<file path="config.mk">
export PLATFORM = sky130hd
export DESIGN_NAME = zcmt_dcache_port_arbiter
export DESIGN_NICKNAME = d
export VERILOG_FILES = /design/src/rtl/zcmt_dcache_port_arbiter.sv
export SDC_FILE = /design/constraint.sdc
export NUM_CORES = 1
export LEC_CHECK = 0
export ABC_CLOCK_PERIOD_IN_PS = 2250
export BUFFER_PORTS_ARGS = -buffer_cell sky130_fd_sc_hd__buf_2
export CORE_AREA = 3 3 82 84
export CTS_CLUSTER_DIAMETER = 100
export CTS_CLUSTER_SIZE = 40
export DETAILED_ROUTE_END_ITERATION = 7
export DIE_AREA = 0 0 85 87
export HOLD_SLACK_MARGIN = 0.05
export PLACE_DENSITY = 0.67
export SETUP_SLACK_MARGIN = 0.1
export SLEW_MARGIN = 20
export SYNTH_ARGS = -nofsm -noshare
export SYNTH_HDL_FRONTEND = slang
export SYNTH_SLANG_ARGS = --single-unit
export TNS_END_PERCENT = 100
</file>
<file path="constraint.sdc">
create_clock -name clk_i -period 2.25 [get_ports clk_i]
set_clock_uncertainty 0.1 [all_clocks]
set_input_delay 0.5625 -clock clk_i [delete_from_list [all_inputs] [get_ports clk_i]]
set_output_delay 0.5625 -clock clk_i [all_outputs]
set_load 0.005 [all_outputs]
</file>
<file path="src/rtl/zcmt_dcache_port_arbiter.sv">
// Two-requester (LSU / ZCMT table fetch) arbiter for one dcache read port.
// Optional response watchdog: define ZCMT_ARB_TIMEOUT_EN.
module zcmt_dcache_port_arbiter #(
  parameter int ADDR_W         = 34,
  parameter int DATA_W         = 32,
  parameter int TIMEOUT_CYCLES = 64
) (
  input  logic              clk_i,
  input  logic              rst_i,
  input  logic              flush_i,
  input  logic              lsu_req_i,
  input  logic [ADDR_W-1:0] lsu_addr_i,
  output logic              lsu_gnt_o,
  output logic              lsu_rvalid_o,
  output logic [DATA_W-1:0] lsu_rdata_o,
  output logic              lsu_err_o,
  input  logic              zcmt_req_i,
  input  logic [ADDR_W-1:0] zcmt_addr_i,
  output logic              zcmt_gnt_o,
  output logic              zcmt_rvalid_o,
  output logic [DATA_W-1:0] zcmt_rdata_o,
  output logic              zcmt_err_o,
  output logic              dc_req_o,
  output logic [ADDR_W-1:0] dc_addr_o,
  input  logic              dc_gnt_i,
  input  logic              dc_rvalid_i,
  input  logic [DATA_W-1:0] dc_rdata_i,
  output logic              dc_kill_o,
  output logic              busy_o
);

  typedef enum logic [1:0] {
    IDLE,
    WAIT_GNT,
    WAIT_RVALID,
    DRAIN
  } state_t;

  state_t state_q, state_d;
  logic owner_q, owner_d;
  logic last_q, last_d;
  logic sel;
  logic gnt, rv, err;
  logic [DATA_W-1:0] rdata;
  logic timeout;

`ifdef ZCMT_ARB_TIMEOUT_EN
  logic [9:0] cnt_q;

  assign timeout = (cnt_q == 10'(TIMEOUT_CYCLES - 1));

  // Watchdog: restart on every state change, count while waiting on the cache.
  always_ff @(posedge clk_i) begin
    if (rst_i || state_d != state_q)
      cnt_q <= '0;
    else if (state_q == WAIT_RVALID || state_q == DRAIN)
      cnt_q <= cnt_q + 10'd1;
  end
`else
  // Constant 0 (the legal range excludes 0); keeps the parameter referenced.
  assign timeout = (TIMEOUT_CYCLES == 0);
`endif

  // Round-robin pick on a tie, otherwise whoever is asking.
  assign sel = (lsu_req_i && zcmt_req_i) ? ~last_q : zcmt_req_i;

  // Next-state and port-side outputs; reset forces everything quiet.
  always_comb begin
    state_d   = state_q;
    owner_d   = owner_q;
    last_d    = last_q;
    dc_req_o  = 1'b0;
    dc_addr_o = '0;
    dc_kill_o = 1'b0;
    gnt       = 1'b0;
    rv        = 1'b0;
    err       = 1'b0;
    rdata     = '0;
    if (!rst_i) begin
      unique case (state_q)
        IDLE: begin
          if ((lsu_req_i || zcmt_req_i) && !flush_i) begin
            dc_req_o  = 1'b1;
            dc_addr_o = sel ? zcmt_addr_i : lsu_addr_i;
            gnt       = dc_gnt_i;
            owner_d   = sel;
            state_d   = dc_gnt_i ? WAIT_RVALID : WAIT_GNT;
          end
        end
        WAIT_GNT: begin
          if (flush_i) begin
            state_d = IDLE;
          end else begin
            dc_req_o  = 1'b1;
            dc_addr_o = owner_q ? zcmt_addr_i : lsu_addr_i;
            gnt       = dc_gnt_i;
            if (dc_gnt_i) state_d = WAIT_RVALID;
          end
        end
        WAIT_RVALID: begin
          if (dc_rvalid_i) begin
            rv      = 1'b1;
            rdata   = dc_rdata_i;
            last_d  = owner_q;
            state_d = IDLE;
          end else if (flush_i) begin
            dc_kill_o = 1'b1;
            state_d   = DRAIN;
          end else if (timeout) begin
            rv        = 1'b1;
            err       = 1'b1;
            dc_kill_o = 1'b1;
            state_d   = DRAIN;
          end
        end
        DRAIN: begin
          if (dc_rvalid_i || timeout) state_d = IDLE;
        end
        default: state_d = IDLE;
      endcase
    end
  end

  assign lsu_gnt_o     = gnt & ~owner_d;
  assign zcmt_gnt_o    = gnt & owner_d;
  assign lsu_rvalid_o  = rv & ~owner_q;
  assign zcmt_rvalid_o = rv & owner_q;
  assign lsu_rdata_o   = owner_q ? '0 : rdata;
  assign zcmt_rdata_o  = owner_q ? rdata : '0;
  assign lsu_err_o     = err & ~owner_q;
  assign zcmt_err_o    = err & owner_q;
  assign busy_o        = ~rst_i & (state_q != IDLE);

  // State, owner and round-robin history registers.
  always_ff @(posedge clk_i) begin
    if (rst_i) begin
      state_q <= IDLE;
      owner_q <= 1'b0;
      last_q  <= 1'b1;
    end else begin
      state_q <= state_d;
      owner_q <= owner_d;
      last_q  <= last_d;
    end
  end

endmodule

</file>
==> results by group, run 1 <==
Outcome
  – Outcome: complete, but fails checks
  – Violated checks: setup timing

STA
  – Slew Limit Fails: 0
  – Achievable Freq: 431 MHz
  – Final hold slack: 0.461 ns
  – Fin. Hold Viols: 0
  – Crit share post-route: 103%
  – Fin Setup TNS: -0.291 ns
  – Final Critical Period: 2.32 ns
  – Endpoints failing setup: 11
  – Unrepaired setup endpoints after global routing: true
  – Final setup margin: -0.0703 ns

Synthesis
  – Cell count after synthesis: 229
  – Syn. warnings: 0
  – Synthesized cell area: 1370 um^2
  – Distinct cell type count after synthesis: 29
  – Sequential-to-total area share from yosys stat: 5.83%
  – Seq cells post-synth: 4
  – Syn Area/Cell: 5.99 um^2

Route
  – WL final: 7800 um
  – DRT iter0 DRCs: 64
  – Total number of vias: 2473
  – Drt first pass iters: 4
  – Routed WL per cell: 14.9 um
  – Via density: 4.72
  – Drt drc: 0
  – DRT antenna net count: 0

Finish
  – Layout filler cell count: 567
  – Multi-input logic area: 1400 um^2
  – Area Growth Syn to Fin: 137%
  – Non-Filler Instances: 524
  – Layout cell share with drive strength beyond 1: 66.1%
  – Post-layout net count: 558
  – Storage element area: 83.8 um^2
  – Final Util: 54.3%
  – Diode count: 0

Clock tree
  – Root buf cell: clkbuf_8
  – CTS Sinks: 4
  – Reg clk slew, reported paths: 0.03 ns
  – H-tree depth: 1
  – Hold_buf cts: 0
  – Clock Path Buffers: 2
  – CTS buffer count: 3
  – TritonCTS clock tree: yes
  – Clock Latency Late Sink: 0.22 ns

GRT
  – Tot GR Track Use: 15.4%
  – Largest net degree at the start of global routing: 36
  – Congestion Overflow GR: 0
  – Initial antenna violation count: 0
  – First-pass GRT wire length: 9660 um
  – Number of global-route vias before repair: 2092

Flow run
  – Max_cap viols: 0

Place
  – Post-detail-place hpwl: 4770 um
  – PortBufs: 211
  – Final Wtd Congestion: 0.793
  – Post-Place Worst Slack: -0.0256 ns
  – Dpl cells: 502

Worst setup path
  – Startpoint type of the worst setup path: input port
  – CP max-delay cell: nor3_4
  – CP Capture Type: output port
  – FF-to-FF setup slack: 1.00 ns
  – Setup CP Type: input port to output port
  – Arr. time, crit path: 1.66 ns
  – Cell Chain, Critical Path: buf_8 -> nor3_4 -> buf_6 -> clkbuf_16 -> nand2_4 -> o22ai_2 -> buf_2
  – Worst endpoint required time: 1.59 ns
  – CP max stage delay: 0.22 ns
  – Crit Path Max Fanout: 6

Pwr
  – P per Cell Area: 228 nW/um^2
  – Static leakage: 1.85 nW
  – Max IR drop VDD: 0.000222 V

Min path
  – Worst Hold Class: flop to flop

Floorplanning
  – Die H: 87 um
  – Initial core utilization: 22.9%
  – Core footprint: 5990 um^2
  – Boundary pin count: 214
  – Die Wd: 85 um
  – Rows: 28
  – DIE AREA: 7400 um^2
==> power breakdown <==
part | leakage (nW) | total (mW) | switching, mW | internal [mW]
registers | 0.0334 | 0.0825 | 0.00761 | 0.0749
clock network | 0.0216 | 0.156 | 0.0417 | 0.114
logic | 1.79 | 0.504 | 0.230 | 0.273
total | 1.85 | 0.742 | 0.279 | 0.463
==> final cells by class <==
| type | instances | area share [%] |
|---|---|---|
| Multi-Input combinational cell | 201 | 43.1 |
| Inverter | 1 | 0.115 |
| Tap cell | 75 | 2.88 |
| Sequential cell | 4 | 2.57 |
| Clock buffer | 3 | 1.27 |
| Timing Repair Buffer | 240 | 50.1 |
==> layout by cell type (no fill, tap or decap), types with 3 or more instances in the layout <==
master / instances
clkbuf_16: 8
o22ai_2: 17
nand2_1: 42
buf_12: 7
buf_4: 4
buf_16: 4
clkbuf_8: 3
and2_1: 65
nand2_2: 13
nor2_1: 7
buf_6: 7
o22ai_1: 17
nand2_4: 13
dfxtp_1: 3
buf_2: 208
==> synthesized netlist by cell type, drive strengths merged <==
library cell  instances  area [um^2]
nand2                69          259
and2                 65          407
o22ai                34          213
buf                  24          171
nor2                  8         30.0
dfxtp                 4         80.1
a211oi                2         15.0
a21oi                 2         10.0
a31oi                 2         27.5
and3b                 2         18.8
mux2i                 2         32.5
nand2b                2         12.5
nor2b                 2         12.5
a21boi                1         7.51
and3                  1         7.51
conb                  1         3.75
inv                   1         3.75
nand3                 1         5.00
nand3b                1         7.51
nor3                  1         16.3
nor3b                 1         12.5
o21ai                 1         5.00
o41ai                 1         8.76
or3                   1         6.26
==> path summary, 6_finish.rpt <==
check,from,end,depth (start not counted)
setup reg to reg,state_q[0]$_SDFFE_PP0P_,state_q[1]$_SDFFE_PP0P_,3
setup / recovery,flush_i,dc_addr_o[10],7
hold / removal,owner_q$_SDFF_PP0_,owner_q$_SDFF_PP0_,2
hold reg to reg,owner_q$_SDFF_PP0_,owner_q$_SDFF_PP0_,2
==> flip-flops by register name, indices dropped and copies added (netlist names) <==
signal and count:
state_q 2, last_q 1, owner_q 1
==> through the flow <==
step                      power, mW  instance area (um^2)
after global placement        0.398                  2500
after CTS                     0.608                  2710
after global routing          0.787                  3260
after floorplan               0.234                  1380
final                         0.742                  3260
after detailed placement      0.403                  2500
==> logic make-up (layout without fill, tap and decap cells) <==
kind of cell	after synthesis	after routing	synth area share (%)
buf+inv	25	244	12.8
other cells	1	2	0.273
flops	4	4	5.83
compound gates	43	43	20.9
simple gates	154	154	57.9
mux	2	2	2.37
==> critical path, delay by kind of cell <==
kind	cells	cell delay, ns
AND/OR/NAND/NOR	2	0.27
buffers and inverters	4	0.65
AO/OA/AOI/OAI	1	0.17
==> timing repair <==
item | 4_1_cts | 5_1_grt
gates resized for setup | 14 | 67
endpoints found under the setup margin | 100 | 102
gates cloned | 4 | 12
pin swaps | 3 | 30
buffers inserted | 2 | 1
==> metal layers <==
layer	vias up	track usage, %	routed length, um
li1	1201	-	-
met1	1137	16.8	3000
met2	128	30.9	4110
met3	7	2.27	633
met4	0	3.17	48
met5	-	0	0
(Power assumes the default switching activity.)
==> run 2: changes to the inputs <==
--- a/config.mk
+++ b/config.mk
@@ -5,15 +5,17 @@
 export SDC_FILE = /design/constraint.sdc
 export NUM_CORES = 1
 export LEC_CHECK = 0
+export ABC_AREA = 1
 export ABC_CLOCK_PERIOD_IN_PS = 2250
 export BUFFER_PORTS_ARGS = -buffer_cell sky130_fd_sc_hd__buf_2
-export CORE_AREA = 3 3 82 84
+export CORE_ASPECT_RATIO = 1.25
+export CORE_MARGIN = 3
+export CORE_UTILIZATION = 39
 export CTS_CLUSTER_DIAMETER = 100
 export CTS_CLUSTER_SIZE = 40
 export DETAILED_ROUTE_END_ITERATION = 7
-export DIE_AREA = 0 0 85 87
 export HOLD_SLACK_MARGIN = 0.05
-export PLACE_DENSITY = 0.67
+export PLACE_DENSITY = 0.85
 export SETUP_SLACK_MARGIN = 0.1
 export SLEW_MARGIN = 20
 export SYNTH_ARGS = -nofsm -noshare
==> results by group, run 2 <==
Synthesis
  – Distinct cell type count after synthesis: 23 (-21%)
  – EDFF count, synth: 0 (unchanged)
  – Synth top area cells: nor2_1 23%, nand2_1 23%, inv_1 12%
  – Area leader, netlist: nor2_1
  – Sequential-to-total area share from yosys stat: 3.38% (-2.5 points)
  – Synth cell count leaders: 147 x nor2_1, 145 x nand2_1, 75 x inv_1
  – Synth Flop Type: dfxtp_1
  – Area share of the largest cell type after synthesis: 23.3% (-6.3 points)
  – Async S/R FF share, synth: 0% (unchanged)
  – Syn Area/Cell: 4.63 um^2 (-23%)
  – Cell count after synthesis: 512 (+120%)
  – Syn. warnings: 0 (unchanged)
  – Count leader, synth: nor2_1
  – Seq cells post-synth: 4 (unchanged)
  – Synthesized cell area: 2370 um^2 (+73%)

Pwr
  – Power Total: 1.68 mW (+130%)
  – Static leakage: 2.49 nW (+35%)
  – Max IR drop VDD: 0.000232 V (+4.5%)
  – P per Cell Area: 400 nW/um^2 (+76%)

Route
  – Drt drc: 0 (unchanged)
  – DRT iter0 DRCs: 225 (+250%)
  – Total number of vias: 4043 (+63%)
  – WL final: 11700 um (+50%)
  – Drt first pass iters: 5 (+1)
  – Routed WL per cell: 14.6 um (-2.1%)
  – DRT antenna net count: 0 (unchanged)
  – Via density: 5.02 (+6.4%)

Min path
  – Hold Path Depth: 2 (unchanged)
  – Worst Hold Class: flop to flop

Clock tree
  – Hold_buf cts: 0 (unchanged)
  – Root buf cell: clkbuf_8
  – CTS buffer count: 3 (unchanged)
  – H-tree depth: 1 (unchanged)
  – Reg clk slew, reported paths: 0.03 ns (about the same)
  – Clock Latency Late Sink: 0.22 ns (about the same)
  – Clock Path Buffers: 2 (unchanged)
  – TritonCTS clock tree: yes
  – CTS Sinks: 4 (unchanged)

STA
  – Unrepaired setup endpoints after global routing: true
  – Fin Setup TNS: -0.00468 ns (+0.286 ns)
  – Final setup margin: -0.00468 ns (+0.0656 ns)
  – Final Critical Period: 2.25 ns (-0.0656 ns)
  – Achievable Freq: 444 MHz (+2.9%)
  – Endpoints failing setup: 1 (-10)
  – Fin. Hold Viols: 0 (unchanged)
  – Slew Limit Fails: 0 (unchanged)
  – Crit share post-route: 100% (-2.9 points)

Worst setup path
  – Setup CP Type: input port to output port
  – Worst endpoint required time: 1.59 ns (about the same)
  – Arr. time, crit path: 1.59 ns (-0.07 ns)
  – Worst R2R Start: state_q[1]$_SDFFE_PP0P_
  – CP Capture Type: output port
  – Startpoint type of the worst setup path: input port
  – R2r endpoint: last_q$_SDFFE_PP1N_
  – Crit Path Max Fanout: 7 (+1)
  – CP startpoint: zcmt_req_i
  – Crit path capture: dc_addr_o[29]
  – FF-to-FF setup slack: 0.97 ns (-0.03 ns)
  – Cell depth of the worst flop-to-flop path: 5 (+2)

Floorplanning
  – Boundary pin count: 214 (unchanged)
  – Initial core utilization: 40.5% (+18 points)
  – DIE AREA: 7050 um^2 (-4.6%)
  – Rows: 31 (+11%)
  – Die H: 93.2 um (+7.1%)
  – Core footprint: 5860 um^2 (-2.2%)
  – Die Wd: 75.7 um (-11%)

Finish
  – Multi-input logic area: 2050 um^2 (+46%)
  – Max FFs per register: 2 (unchanged)
  – Commonest non-fill, non-tap cell in the layout: buf_2
  – Regs by FF count: state_q: 2 flops, last_q: 1 flops, owner_q: 1 flops
  – Top reg by flops: state_q
  – Layout cell share with drive strength beyond 1: 48.0% (-18 points)
  – Non-Filler Instances: 805 (+54%)
  – Area Growth Syn to Fin: 76.7%
  – Post-layout net count: 832 (+49%)
  – Final Util: 71.5% (+17 points)
  – Most frequent cells in the layout: 203 x buf_2, 133 x nand2_1, 112 x nor2_1
  – Storage element area: 90.1 um^2 (+7.5%)
  – Layout filler cell count: 479 (-16%)
  – Diode count: 0 (unchanged)

GRT
  – Number of global-route vias before repair: 3343 (+60%)
  – Initial antenna violation count: 0 (unchanged)
  – Congestion Overflow GR: 0 (unchanged)
  – First-pass GRT wire length: 15500 um (+60%)
  – Largest net degree at the start of global routing: 72 (+100%)
  – Tot GR Track Use: 28.0% (+13 points)

Outcome
  – Outcome: complete, but fails checks
  – Violated checks: setup timing

Place
  – Dpl cells: 783 (+56%)
  – Post-Place Worst Slack: 0.0240 ns (+0.0496 ns)
  – Final Wtd Congestion: 0.910 (+15%)
  – Post-detail-place hpwl: 8110 um (+70%)
  – PortBufs: 211 (unchanged)

Flow run
  – Max_cap viols: 0 (unchanged)
run 2: cell count changes after synthesis, sizes merged, moves of 7 or more:
cell | before | now
a21oi | 2 | 38
inv | 1 | 80
o22ai | 34 | 0
nand3 | 1 | 8
o21ai | 1 | 37
and2 | 65 | 0
nand2 | 69 | 157
clkbuf | 0 | 10
nor2 | 8 | 150
run 2: metal layers:
metal | GRT usage (%) | vias up | share of wire (%)
met5 | 0 | - | 0
met4 | 9.77 | 0 | 3.5
met3 | 11.8 | 37 | 13
met2 | 51.4 | 270 | 50
met1 | 26.8 | 1795 | 33
li1 | - | 1941 | -
run 2: worst min-delay path by stage:
stage                                 start                      end  slack [ns]
floorplan               last_q$_SDFFE_PP1N_      last_q$_SDFFE_PP1N_        0.39
global placement        last_q$_SDFFE_PP1N_      last_q$_SDFFE_PP1N_        0.44
detailed placement      last_q$_SDFFE_PP1N_      last_q$_SDFFE_PP1N_        0.44
CTS                 state_q[0]$_SDFFE_PP0P_  state_q[0]$_SDFFE_PP0P_        0.45
global route            last_q$_SDFFE_PP1N_      last_q$_SDFFE_PP1N_        0.45
finish                  last_q$_SDFFE_PP1N_      last_q$_SDFFE_PP1N_        0.44
run 2: where the power goes:
part	switching (mW)	leakage (nW)	total, mW	internal [mW]
combinational	0.786	2.44	1.39	0.605
sequential	0.0332	0.0342	0.130	0.0963
clock	0.0416	0.0216	0.156	0.114
run 2: cell families (layout without fill, tap and decap cells):
| family | after synthesis | count (layout) | share of synthesized area [%] |
|---|---|---|---|
| AOI/OAI and AO/OA | 75 | 75 | 18.8 |
| buffers and inverters | 114 | 324 | 22.8 |
| DFF | 4 | 4 | 3.38 |
| other | 1 | 2 | 0.158 |
| and+or+nand+nor | 318 | 318 | 54.8 |
run 2: through the flow:
step                area, um^2  hold slack, ns
CTS                       3640           0.447
detailed placement        3480           0.441
global route              4190           0.449
floorplan                 2370           0.389
global placement          3480           0.440
finish                    4190           0.439
run 2: what timing repair did:
| item | 4_1_cts | 5_1_grt |
|---|---|---|
| cloned | 2 | 9 |
| setup buffers | 3 | 5 |
| pin swaps | 4 | 32 |
| setup endpoints to repair | 90 | 99 |
| resized for setup | 12 | 104 |
run 2: critical path, stage by stage:
cell and delay (ns):
buf_12 0.09, nor2_4 0.04, nor2_4 0.16, nand2_8 0.11
clkbuf_16 0.19, nor2_4 0.09, nand2_2 0.07, a21oi_2 0.13
buf_2 0.12
run 2: cell type report:
| class | count | area share [%] |
|---|---|---|
| Multi-Input combinational cell | 395 | 48.9 |
| Sequential cell | 4 | 2.15 |
| Timing Repair Buffer | 241 | 38.1 |
| Inverter | 80 | 7.41 |
| Clock buffer | 3 | 0.986 |
| Tap cell | 82 | 2.45 |
==> run 3: changes to the inputs <==
--- a/config.mk
+++ b/config.mk
@@ -14,8 +14,9 @@
 export CTS_CLUSTER_DIAMETER = 100
 export CTS_CLUSTER_SIZE = 40
 export DETAILED_ROUTE_END_ITERATION = 7
+export GPL_TIMING_DRIVEN = 0
 export HOLD_SLACK_MARGIN = 0.05
-export PLACE_DENSITY = 0.85
+export PLACE_DENSITY = 0.83
 export SETUP_SLACK_MARGIN = 0.1
 export SLEW_MARGIN = 20
 export SYNTH_ARGS = -nofsm -noshare
==> results by group, run 3 (synthesis results as in run 2) <==
Outcome
  – Outcome: finished, final reports clean

Pwr
  – P per Cell Area: 391 nW/um^2 (-2.3%)
  – Clock share of power: 9.5% (+0.2 points)
  – Cell Int Power: 833 uW (+2.1%)
  – Reg power frac: 7.5% (-0.2 points)
  – Comb power frac: 83.0% (about the same)
  – Sw frac: 50.6% (-0.69 points)
  – Max IR drop VDD: 0.000238 V (+2.6%)
  – NetSw: 854 uW (-0.73%)
  – Static leakage: 2.60 nW (+4.3%)

Route
  – WL final: 12100 um (+3.4%)
  – Total number of vias: 4181 (+3.4%)
  – Via density: 4.97 (-1.0%)
  – Drt drc: 0 (unchanged)
  – Routed WL per cell: 14.4 um (-1.1%)
  – DRT antenna net count: 0 (unchanged)
  – Drt first pass iters: 5 (unchanged)
  – DRT iter0 DRCs: 217 (-3.6%)

Worst setup path
  – Cell depth of the worst flop-to-flop path: 8 (+3)
  – Top cell family by delay on the critical path: buffers and inverters
  – Cell Chain, Critical Path: buf_12 -> buf_4 -> nor2_8 -> buf_8 -> nand2_2 -> a21oi_2 -> buf_2
  – CP max-delay cell: nor2_8
  – Startpoint type of the worst setup path: input port
  – CP max stage delay: 0.20 ns (about the same)
  – CP bufs+invs: 4 (+1)
  – Worst R2R Start: state_q[0]$_SDFFE_PP0P_
  – Crit Path Max Fanout: 10 (+3)
  – R2r endpoint: state_q[0]$_SDFFE_PP0P_
  – Arr. time, crit path: 1.57 ns (-0.02 ns)
  – Worst endpoint required time: 1.59 ns (about the same)
  – CP Capture Type: output port
  – FF-to-FF setup slack: 0.80 ns (-0.17 ns)
  – Setup CP Type: input port to output port

GRT
  – Tot GR Track Use: 30.6% (+2.6 points)
  – Largest net degree at the start of global routing: 11 (-85%)
  – First-pass GRT wire length: 17100 um (+10%)
  – Initial antenna violation count: 0 (unchanged)
  – Number of global-route vias before repair: 3716 (+11%)
  – Congestion Overflow GR: 0 (unchanged)

Finish
  – Storage element area: 88.8 um^2 (-1.4%)
  – Layout cell share with drive strength beyond 1: 50.3% (+2.3 points)
  – Most frequent cells in the layout: 205 x buf_2, 138 x nand2_1, 111 x nor2_1
  – Final instance area: 4310 um^2 (+3.0%)
  – Layout filler cell count: 499 (+4.2%)
  – Multi-input logic area: 2030 um^2 (-0.61%)
  – Diode count: 0 (unchanged)
  – Max FFs per register: 2 (unchanged)
  – Commonest non-fill, non-tap cell in the layout: buf_2
  – Area Growth Syn to Fin: 82.0%
  – Top reg by flops: state_q
  – Regs by FF count: state_q: 2 flops, last_q: 1 flops, owner_q: 1 flops
  – Post-layout net count: 868 (+4.3%)

Place
  – PortBufs: 210 (-0.47%)
  – Post-detail-place hpwl: 8630 um (+6.4%)
  – Placed inst area: 3530 um^2 (+1.4%)
  – Final Wtd Congestion: 0.832 (-8.7%)
  – Post-Place Worst Slack: -0.267 ns (-0.291 ns)

Clock tree
  – Clock Latency Late Sink: 0.23 ns (about the same)
  – TritonCTS clock tree: yes
  – Reg clk slew, reported paths: 0.03 ns (about the same)
  – CTS buffer count: 3 (unchanged)
  – Root buf cell: clkbuf_8
  – CTS Sinks: 4 (unchanged)
  – Clock Path Buffers: 2 (unchanged)
  – H-tree depth: 1 (unchanged)

STA
  – Achievable Freq: 448 MHz (+0.97%)
  – Endpoints failing setup: 0 (-1)
  – Crit share post-route: 99.2% (-0.97 points)
  – Slew Limit Fails: 0 (unchanged)
  – Fin. Hold Viols: 0 (unchanged)
  – Final Critical Period: 2.23 ns (-0.0217 ns)
  – Fin Setup TNS: 0 ns (+0.00468 ns)
  – Unrepaired setup endpoints after global routing: true
  – Final setup margin: 0.0170 ns (+0.0217 ns)

Floorplanning
  – Die Wd: 75.7 um (unchanged)
  – Die H: 93.2 um (unchanged)
  – Initial core utilization: 40.5% (unchanged)
  – Core footprint: 5860 um^2 (unchanged)
  – Boundary pin count: 214 (unchanged)
  – DIE AREA: 7050 um^2 (unchanged)
  – Rows: 31 (unchanged)

Min path
  – Hold Path Depth: 2 (unchanged)
  – Hold endpoint: last_q$_SDFFE_PP1N_
  – Hold_sp: last_q$_SDFFE_PP1N_
  – Worst Hold Class: flop to flop

Flow run
  – Max_cap viols: 0 (unchanged)
[run 3: changes by cell type in the layout (fill, tap and decap cells not counted), sizes merged]
cell | before | now
nor2 | 150 | 151
clkbuf | 9 | 14
buf | 235 | 263
nand2 | 157 | 159
[run 3: worst max path at each step]
stage / from / endpoint / slack [ns] / cells past startpoint
after floorplan: rst_i / dc_addr_o[14] / 0.20 / 4
after global placement: lsu_req_i / dc_addr_o[30] / -0.26 / 9
after detailed placement: lsu_req_i / dc_addr_o[30] / -0.27 / 9
after CTS: lsu_req_i / dc_addr_o[4] / 0.06 / 9
after global routing: lsu_req_i / dc_addr_o[28] / -0.04 / 9
final: flush_i / dc_addr_o[4] / 0.02 / 7
[run 3: final cells by class]
cell class / count / area share (%)
clock buffer: 3 / 0.957
inverter: 80 / 7.14
tap: 82 / 2.38
multi-input combinational: 398 / 47.1
sequential: 4 / 2.06
buffer: 34 / 7.66
timing repair buffer: 240 / 32.7
[run 3: worst min-delay path: stages, from the launching register on]
cell	delay, ns
dfxtp_1	0.33
nor2_1	0.11
a21oi_1	0.07
[run 3: per-layer routing]
metal  vias up  track usage, %  wire length (um)
li1       2016               -                 -
met1      1856            31.7              4110
met2       271            54.0              6020
met3        38            12.8              1630
met4         0            9.77               364
met5         -               0                 0
[run 3: stage by stage]
stage | std cells | hold slack, ns | power [mW] | utilization [%]
2_1_floorplan | 513 | 0.389 | 0.785 | -
3_3_place_gp | 805 | 0.405 | 1.11 | 60.2
3_5_place_dp | 805 | 0.409 | 1.14 | 60.2
4_1_cts | 826 | 0.419 | 1.47 | 66.2
5_1_grt | 841 | 0.525 | 1.83 | 73.6
6_report | 841 | 0.448 | 1.69 | 73.6
[run 3: repair_timing]
action                     in CTS  in global routing
gates resized for setup        59                110
buffers inserted               11                  7
setup endpoints to repair      98                 98
hold buffers                    0                  0
gates cloned                    7                  8
pin swaps                      12                 14
[run 3: power by group through the flow]
stage | Combinational (mW) | Clock (mW) | Sequential, mW
2_1_floorplan | 0.671 | 0 | 0.114
3_3_place_gp | 0.991 | 0 | 0.118
3_5_place_dp | 1.02 | 0 | 0.119
4_1_cts | 1.19 | 0.159 | 0.122
5_1_grt | 1.53 | 0.167 | 0.130
6_report | 1.40 | 0.160 | 0.127
